`src/rtl/sector_serializer.sv`:
```
// Serializes one sector frame (preamble, sync, WORDS memory words, optional checksum) per sector_strobe fall.
// Optional checksum trailer is enabled by defining SECTOR_CHECKSUM_EN.
module sector_serializer #(
   parameter int PREAMBLE_BITS = 200,
   parameter int WORDS         = 208
) (
   input  logic        clk25,
   input  logic        reset,
   input  logic        sector_strobe,
   input  logic [4:0]  sector,
   output logic        mem_rd,
   output logic [11:0] mem_addr,
   input  logic [15:0] mem_data,
   output logic        rd_data,
   output logic        rd_valid,
   output logic        busy,
   output logic        overrun
);

   typedef enum logic [2:0] {
      S_IDLE, S_PREAMBLE, S_SYNC, S_DATA, S_CHECK, S_POST
   } state_t;

   localparam logic [9:0] PRE_LAST = 10'(PREAMBLE_BITS - 1);
   localparam logic [7:0] LAST_IDX = 8'(WORDS - 1);

   state_t      state, state_n;
   logic        strobe_q;
   logic [3:0]  sec_q, sec_n;
   logic [9:0]  pre_cnt, pre_cnt_n;
   logic [3:0]  bit_cnt, bit_cnt_n;
   logic [7:0]  word_idx, word_idx_n;
   logic [15:0] sr, sr_n;
`ifdef SECTOR_CHECKSUM_EN
   logic [15:0] csum, csum_n;
`endif

   logic        fall, rise, active, abort, last_word;
   logic        mem_rd_d, rd_data_d, rd_valid_d, overrun_d;
   logic [7:0]  rd_idx_d;
   logic        unused_sector_msb;

   assign unused_sector_msb = sector[4];
   assign fall      = !sector_strobe && strobe_q;
   assign rise      = sector_strobe && !strobe_q;
   assign active    = (state == S_PREAMBLE) || (state == S_SYNC) ||
                      (state == S_DATA) || (state == S_CHECK);
   assign abort     = active && rise;
   assign last_word = (word_idx == LAST_IDX);

   always_ff @(posedge clk25) begin
      if (reset) begin
         state    <= S_IDLE;
         strobe_q <= 1'b0;
      end else begin
         state    <= state_n;
         strobe_q <= sector_strobe;
      end
   end

   always_comb begin
      state_n    = state;
      sec_n      = sec_q;
      pre_cnt_n  = pre_cnt;
      bit_cnt_n  = bit_cnt;
      word_idx_n = word_idx;
      sr_n       = sr;
`ifdef SECTOR_CHECKSUM_EN
      csum_n     = csum;
`endif
      case (state)
         S_IDLE, S_POST: begin
            if (fall) begin
               state_n    = S_PREAMBLE;
               sec_n      = sector[3:0];
               pre_cnt_n  = '0;
               bit_cnt_n  = '0;
               word_idx_n = '0;
`ifdef SECTOR_CHECKSUM_EN
               csum_n     = '0;
`endif
            end
         end
         S_PREAMBLE: begin
            pre_cnt_n = pre_cnt + 10'd1;
            if (pre_cnt == PRE_LAST) state_n = S_SYNC;
         end
         S_SYNC: begin
            sr_n    = mem_data;
`ifdef SECTOR_CHECKSUM_EN
            csum_n  = csum ^ mem_data;
`endif
            state_n = S_DATA;
         end
         S_DATA: begin
            bit_cnt_n = bit_cnt + 4'd1;
            if (bit_cnt == 4'd15) begin
               if (last_word) begin
`ifdef SECTOR_CHECKSUM_EN
                  state_n = S_CHECK;
`else
                  state_n = S_POST;
`endif
               end else begin
                  // Word fetched at bit 14 is on mem_data now
                  sr_n       = mem_data;
`ifdef SECTOR_CHECKSUM_EN
                  csum_n     = csum ^ mem_data;
`endif
                  word_idx_n = word_idx + 8'd1;
               end
            end else begin
               sr_n = {sr[14:0], 1'b0};
            end
         end
`ifdef SECTOR_CHECKSUM_EN
         S_CHECK: begin
            bit_cnt_n = bit_cnt + 4'd1;
            csum_n    = {csum[14:0], 1'b0};
            if (bit_cnt == 4'd15) state_n = S_POST;
         end
`endif
         default: state_n = S_IDLE;
      endcase
      if (abort) state_n = S_IDLE;
   end

   // Outputs decode the upcoming state so the registered pins line up with it
   always_comb begin
      rd_valid_d = (state_n == S_PREAMBLE) || (state_n == S_SYNC) ||
                   (state_n == S_DATA) || (state_n == S_CHECK);
      overrun_d  = abort;
      rd_data_d  = 1'b0;
      case (state_n)
         S_SYNC:  rd_data_d = 1'b1;
         S_DATA:  rd_data_d = sr_n[15];
`ifdef SECTOR_CHECKSUM_EN
         S_CHECK: rd_data_d = csum_n[15];
`endif
         default: rd_data_d = 1'b0;
      endcase
      mem_rd_d = ((state_n == S_PREAMBLE) && (pre_cnt_n == PRE_LAST)) ||
                 ((state_n == S_DATA) && (bit_cnt_n == 4'd14) && (word_idx_n != LAST_IDX));
      rd_idx_d = (state_n == S_DATA) ? word_idx_n + 8'd1 : 8'd0;
   end

   always_ff @(posedge clk25) begin
      sec_q    <= sec_n;
      pre_cnt  <= pre_cnt_n;
      bit_cnt  <= bit_cnt_n;
      word_idx <= word_idx_n;
      sr       <= sr_n;
`ifdef SECTOR_CHECKSUM_EN
      csum     <= csum_n;
`endif
   end

   always_ff @(posedge clk25) begin
      if (reset) begin
         mem_rd   <= 1'b0;
         mem_addr <= '0;
         rd_data  <= 1'b0;
         rd_valid <= 1'b0;
         busy     <= 1'b0;
         overrun  <= 1'b0;
      end else begin
         mem_rd   <= mem_rd_d;
         if (mem_rd_d) mem_addr <= {sec_n, rd_idx_d};
         rd_data  <= rd_data_d;
         rd_valid <= rd_valid_d;
         busy     <= rd_valid_d;
         overrun  <= overrun_d;
      end
   end

endmodule

```
`config.mk`:
```
export PLATFORM = sky130hd
export DESIGN_NAME = sector_serializer
export DESIGN_NICKNAME = d
export VERILOG_FILES = /design/src/rtl/sector_serializer.sv
export SDC_FILE = /design/constraint.sdc
export NUM_CORES = 1
export LEC_CHECK = 0
export CORE_UTILIZATION = 50
export CTS_BUF_LIST = sky130_fd_sc_hd__clkbuf_8 sky130_fd_sc_hd__clkbuf_16
export DETAILED_ROUTE_END_ITERATION = 7
export PLACE_DENSITY_LB_ADDON = 0.05
export SLEW_MARGIN = 10
export SYNTH_ARGS = -nofsm -noshare
export SYNTH_HDL_FRONTEND = slang
export SYNTH_SLANG_ARGS = --single-unit
```
`constraint.sdc`:
```
create_clock -name clk25 -period 4 [get_ports clk25]
set_clock_uncertainty 0.05 [all_clocks]
set_input_delay 0.8 -clock clk25 [delete_from_list [all_inputs] [get_ports clk25]]
set_output_delay 0.8 -clock clk25 [all_outputs]
set_load 0.01 [all_outputs]
```
# Word-level counts from Yosys, hierarchy flattened
# Cells that the tools add are included.
op_classes:
  add_sub_neg: 4
  n_reduce_logical: 19
  mux: 21
  eq_ne: 16
ops:
  columns: ["cell", "count"]
  rows:
  - ["$mux W16", 2]
  - ["$mux W8", 4]
  - ["$pmux W16 S2", 1]
  - ["$eq A10 B8 Y1 const B", 2]
  - ["$pmux W10 S2", 1]
  - ["$add A8 B1 Y8 const B", 2]
  - ["$pmux W8 S2", 1]
  - ["$mux W3", 5]
  - ["$eq A3 B2 Y1 const B", 4]
  - ["$mux W4", 3]
  - ["$pmux W3 S4", 1]
  - ["$add A10 B1 Y10 const B", 1]
  - ["$mux W10", 1]
  - ["$eq A3 B3 Y1 const B", 3]
  - ["$eq A4 B4 Y1 const B", 2]
  - ["$eq A8 B8 Y1 const B", 1]
  - ["$ne A8 B8 Y1 const B", 1]
  - ["$pmux W4 S2", 1]
  - ["$logic_or A1 B1 Y1", 7]
  - ["$eq A3 B1 Y1 const B", 2]
  - ["$logic_and A1 B1 Y1", 6]
  - ["$add A4 B1 Y4 const B", 1]
  - ["$logic_not A3 Y1", 1]
  - ["$ne A3 B3 Y1 const B", 1]
  - ["5 further kinds", 6]
totals:
  out_inout_bits: 17
  regBits: 62
  elab_cells: 73
  input_bits: 24

# Longest topological paths before layout
logic_depth:
  depth_word: 10
  mapped_depth: 12
  mapped_depth_nobuf: 10

# Least setup slack after synthesis
# No wires, ideal clock.
synth_path:
  kind: "input-to-reg"
  start: "input port sector_strobe"
  end: "register mem_addr[10]"
  t_arrival_ns: 2.590
  path_slack_ns: 1.228
  path_stages: 9
  setup_time_ns: 0.132
  required_ns: 3.818
  path_buffers: 1
  path_cell_list: "nand2b_4 -> maj3_2 -> or2_4 -> o21ai_1 -> o21ai_1 -> or4_1 -> buf_4 -> a21oi_1 -> nor3_1"
synth_between:
  word_cells_on_any_way: 24
  cone_classes: "eq/ne: 5; mux: 11; reduce/logical: 8"
synth_rtl:
  columns: ["element", "line", "text"]
  rows:
  - ["from (decl)", "9", "input logic sector_strobe,"]
  - ["$logic_not A1 Y1", "44", "assign fall = !sector_strobe && strobe_q;"]
  - ["$logic_and A1 B1 Y1", "44", null]
  - ["$mux W10", "73", "if (fall) begin"]
  - ["$pmux W10 S2", "71", "case (state)"]
  - ["via pre_cnt_n[3]", "30", "logic [9:0] pre_cnt, pre_cnt_n;"]
  - ["$eq A10 B8 Y1", "142", "mem_rd_d = ((state_n == S_PREAMBLE) && (pre_cnt_n == PRE_LAST)) ||"]
  - ["$logic_and A1 B1 Y1", "142", null]
  - ["$logic_or A1 B1 Y1", "142", null]
  - ["to (signal assigned)", "168", "if (mem_rd_d) mem_addr <= {sec_n, rd_idx_d};"]
  - ["to (decl)", "12", "output logic [11:0] mem_addr,"]
# The timed path passes the listed nets, and every way through them passes these cells.
# A chain may end at the register's enable or synchronous reset.

# Final worst setup path
layout_path:
  start: "input port sector_strobe"
  end: "register mem_addr[6]"
layout_between:
  word_cells_on_any_way: 24
  cone_classes: "add/sub: 1; eq/ne: 5; mux: 10; reduce/logical: 8"
layout_rtl:
  columns: ["element", "line", "text"]
  rows:
  - ["$logic_not A1 Y1 (*)", "44", null]
  - ["$logic_and A1 B1 Y1 (*)", "44", null]
  - ["$mux W8 (*)", "73", null]
  - ["$pmux W8 S2 (*)", "71", null]
  - ["via word_idx_n[1]", "32", "logic [7:0] word_idx, word_idx_n;"]
  - ["parallel branches: the longest is 3 deep, another holds $add A8 B1 Y8", null, null]
# Mark *: on every way through the listed nets, which the timed path passes.

==> flow_summary.json <==
{
  "rr_worst_depth": 8,
  "path_buf_inv": 1,
  "grt_pass1_wl_um": 11100,
  "power_density_mw_per_mm2": 330,
  "syn_nets": 362,
  "hold_path_depth": 2,
  "post-place-ws_ns": 0.296,
  "r2r_setup_slack_ns": 0.73,
  "rsz0062_at_grt": "false",
  "ant_nets": 0,
  "fp-row-count": 28,
  "syn_to_final_growth_pct": 18.5,
  "hp-class": "flop to flop",
  "cts_made_buffers": 9,
  "hold_end": "mem_addr[5]$_SDFFE_PP0P_",
  "regToRegStartpoint": "state[1]$_SDFF_PP0_",
  "cts_tree": "done",
  "period_share_pct": 83.8,
  "grt_max_degree": 22,
  "final.min_clock_period_ns": 3.35,
  "crit_start": "sector_strobe",
  "fin_ws_ns": 0.648,
  "drt_pass1_iterations": 4,
  "ys.flop_type": "dfxtp_1",
  "synthDistinctLibCells": 69,
  "power.total_mw": 1.25,
  "cts_hold_buf": 0,
  "synth_area_mm2": 0.00319,
  "layout-drive-gt1-share_pct": 11.4,
  "fillerInstances": 518,
  "grt.overflow.total": 0,
  "slowest_delay_ns": 0.55,
  "finalHoldViolCount": 0,
  "clk_pin_slew_ns": 0.07,
  "tns_ns": 0,
  "worst_pin_slew_ns": 0.777,
  "worstSetupStartpointType": "primary input",
  "cts_buffer_depth": 2,
  "cts_setup_buffers": 0,
  "place.gp.congestion": 0.801,
  "drt_iter0_drc": 132,
  "dp.cells": 435,
  "holdWs_ns": 0.424,
  "antennaDiodeCount": 0,
  "post_cts_resized": 0,
  "coreArea_mm2": 0.00603,
  "h-tree-depth": 3,
  "cp_max_fo": 8,
  "antenna_found_initial": 0,
  "yosysSeqAreaShare_pct": 43.7,
  "holdCritStartpoint": "mem_addr[5]$_SDFFE_PP0P_",
  "grt_pass1_vias": 2388,
  "start_util_pct": 52.9,
  "chipWidth_um": 81.8,
  "slew_violations": 0,
  "cp_data_required_time_ns": 4.19,
  "pin_count": 41,
  "ys_seq_elements": 62,
  "die-area_mm2": 0.00669,
  "p_leak_nw": 1.32,
  "wirelength_um": 6900,
  "worstPathArrival_ns": 3.54,
  "finalSetupViolations": 0,
  "synth_edf_count": 15,
  "outcome": "finished, final reports clean",
  "wl_per_cell_um": 15.3,
  "path_class": "primary input to flop",
  "root_buffer": "clkbuf_8",
  "layout.nets": 399,
  "crit_chain": "clkdlybuf4s50_1 > and4bb_2 > o21ai_2 > a22oi_1 > o21ai_0 > ha_1 > and3_1 > a31o_2 > nand2_4 > o32ai_1",
  "yosys_warnings": 0,
  "final_cells": 451,
  "track_usage_pct": 22.0,
  "die_h_um": 81.8,
  "crit_path_end_kind": "flop",
  "io_buffers": 39,
  "synth_area_per_cell_um2": 9.54,
  "drc": 0,
  "slew-limit-headroom_pct": 48.1,
  "routed_via_density": 5.89,
  "synthCells": 334,
  "cpMaxStageDelayCell": "clkdlybuf4s50_1",
  "max_freq_mhz": 298,
  "clock_latency_ns": 0.35,
  "max-vdd-ir-drop_mv": 0.201,
  "cts.sinks": 62,
  "dp_hpwl_um": 4930,
  "cap_violations": 0,
  "async_reset_ff_share_pct": 0,
  "num_vias": 2656,
  "path_delay_family": "compound AO/OA/AOI/OAI gates",
  "worst_r2r_endpoint": "mem_addr[6]$_SDFFE_PP0P_"
}
-- layer usage --
metal  up-vias  routed length (um)  part of all wire, %  track usage, %
met3        11                 262                  3.8            4.56
li1       1336                   -                    -               -
met1      1261                3330                   48            29.0
met2        48                3170                   46            34.3
met5         -                   0                    0               0
met4         0                 136                  2.0            10.7
-- tightest hold or removal path: cells and delay by family, from the launching register on --
kind | cells | cell delay, ns
compound gates | 1 | 0.07
flops | 1 | 0.31
buf+inv | 1 | 0.04
-- synth_stat cells (6+ instances only) --
| cell type | instances | area (um^2) |
|---|---|---|
| a22o_1 | 15 | 131 |
| o32ai_1 | 9 | 78.8 |
| edfxtp_1 | 15 | 450 |
| nand2b_1 | 7 | 43.8 |
| nand2_1 | 26 | 97.6 |
| nor3_1 | 13 | 65.1 |
| nand3_1 | 10 | 50.1 |
| o31ai_1 | 7 | 52.6 |
| and3_1 | 7 | 43.8 |
| a21oi_1 | 17 | 85.1 |
| dfxtp_1 | 47 | 941 |
| o21ai_0 | 9 | 45.0 |
| inv_1 | 16 | 60.1 |
| buf_2 | 6 | 30.0 |
| nor2_1 | 21 | 78.8 |
-- cell type report --
| class | count | area (um^2) | area share, % |
|---|---|---|---|
| clock buffer | 11 | 151 | 4.01 |
| sequential | 62 | 1390 | 36.8 |
| tap | 75 | 93.8 | 2.49 |
| multi-input combinational | 237 | 1620 | 42.8 |
| timing repair buffer | 45 | 435 | 11.5 |
| clock inverter | 5 | 26.3 | 0.696 |
| inverter | 16 | 60.1 | 1.59 |
-- stage by stage --
step | utilization (%) | area [um^2]
after CTS | 62.7 | 3780
after global routing | 62.7 | 3780
after floorplan | - | 3190
after detailed placement | 59.7 | 3600
after global placement | 59.7 | 3600
final | 62.7 | 3780
-- kinds of logic (layout without fill, tap and decap cells) --
logic type	count (synthesis)	count (layout)	synth area share [%]
DFF	62	62	43.7
buffers and inverters	35	77	5.54
and+or+nand+nor	125	125	23.1
adders and majority gates	5	5	1.92
AOI/OAI and AO/OA	92	92	21.2
muxes	7	7	2.36
xor gates and xnor gates	8	8	2.20
-- registers in the layout, summed over array words and instances, names as in the netlist --
signal / cells
sr: 16
mem_addr: 12
pre_cnt: 10
word_idx: 8
bit_cnt: 4
sec_q: 4
state: 3
busy: 1
mem_rd: 1
overrun: 1
rd_data: 1
strobe_q: 1
-- cell usage in the layout (no fill, tap or decap), drive strengths merged, types with 5 or more instances in the layout --
cell,n
o32ai,10
nand2,27
xnor2,5
nand4,5
clkdlybuf4s50,39
a22o,15
nor2,21
inv,17
clkbuf,11
a31oi,6
dfxtp,47
edfxtp,15
nand2b,8
o21ai,14
and3,7
nor3,13
buf,6
nand3,11
o31ai,7
a21oi,17
-- how the worst max path moves through the flow --
stage	end	cells past startpoint
after floorplan	mem_addr[10]$_SDFFE_PP0P_	9
after global placement	mem_addr[5]$_SDFFE_PP0P_	10
after detailed placement	mem_addr[3]$_SDFFE_PP0P_	10
after CTS	mem_addr[6]$_SDFFE_PP0P_	10
after global routing	mem_addr[4]$_SDFFE_PP0P_	10
final	mem_addr[6]$_SDFFE_PP0P_	10
-- report_power, final --
| group | switching [mW] | leakage (nW) | total (mW) | internal [mW] |
|---|---|---|---|---|
| Clock | 0.245 | 0.0963 | 0.498 | 0.253 |
| Combinational | 0.0344 | 0.736 | 0.0810 | 0.0465 |
| Sequential | 0.0111 | 0.484 | 0.667 | 0.656 |
| Total | 0.290 | 1.32 | 1.25 | 0.955 |
(Power assumes the default switching activity.)
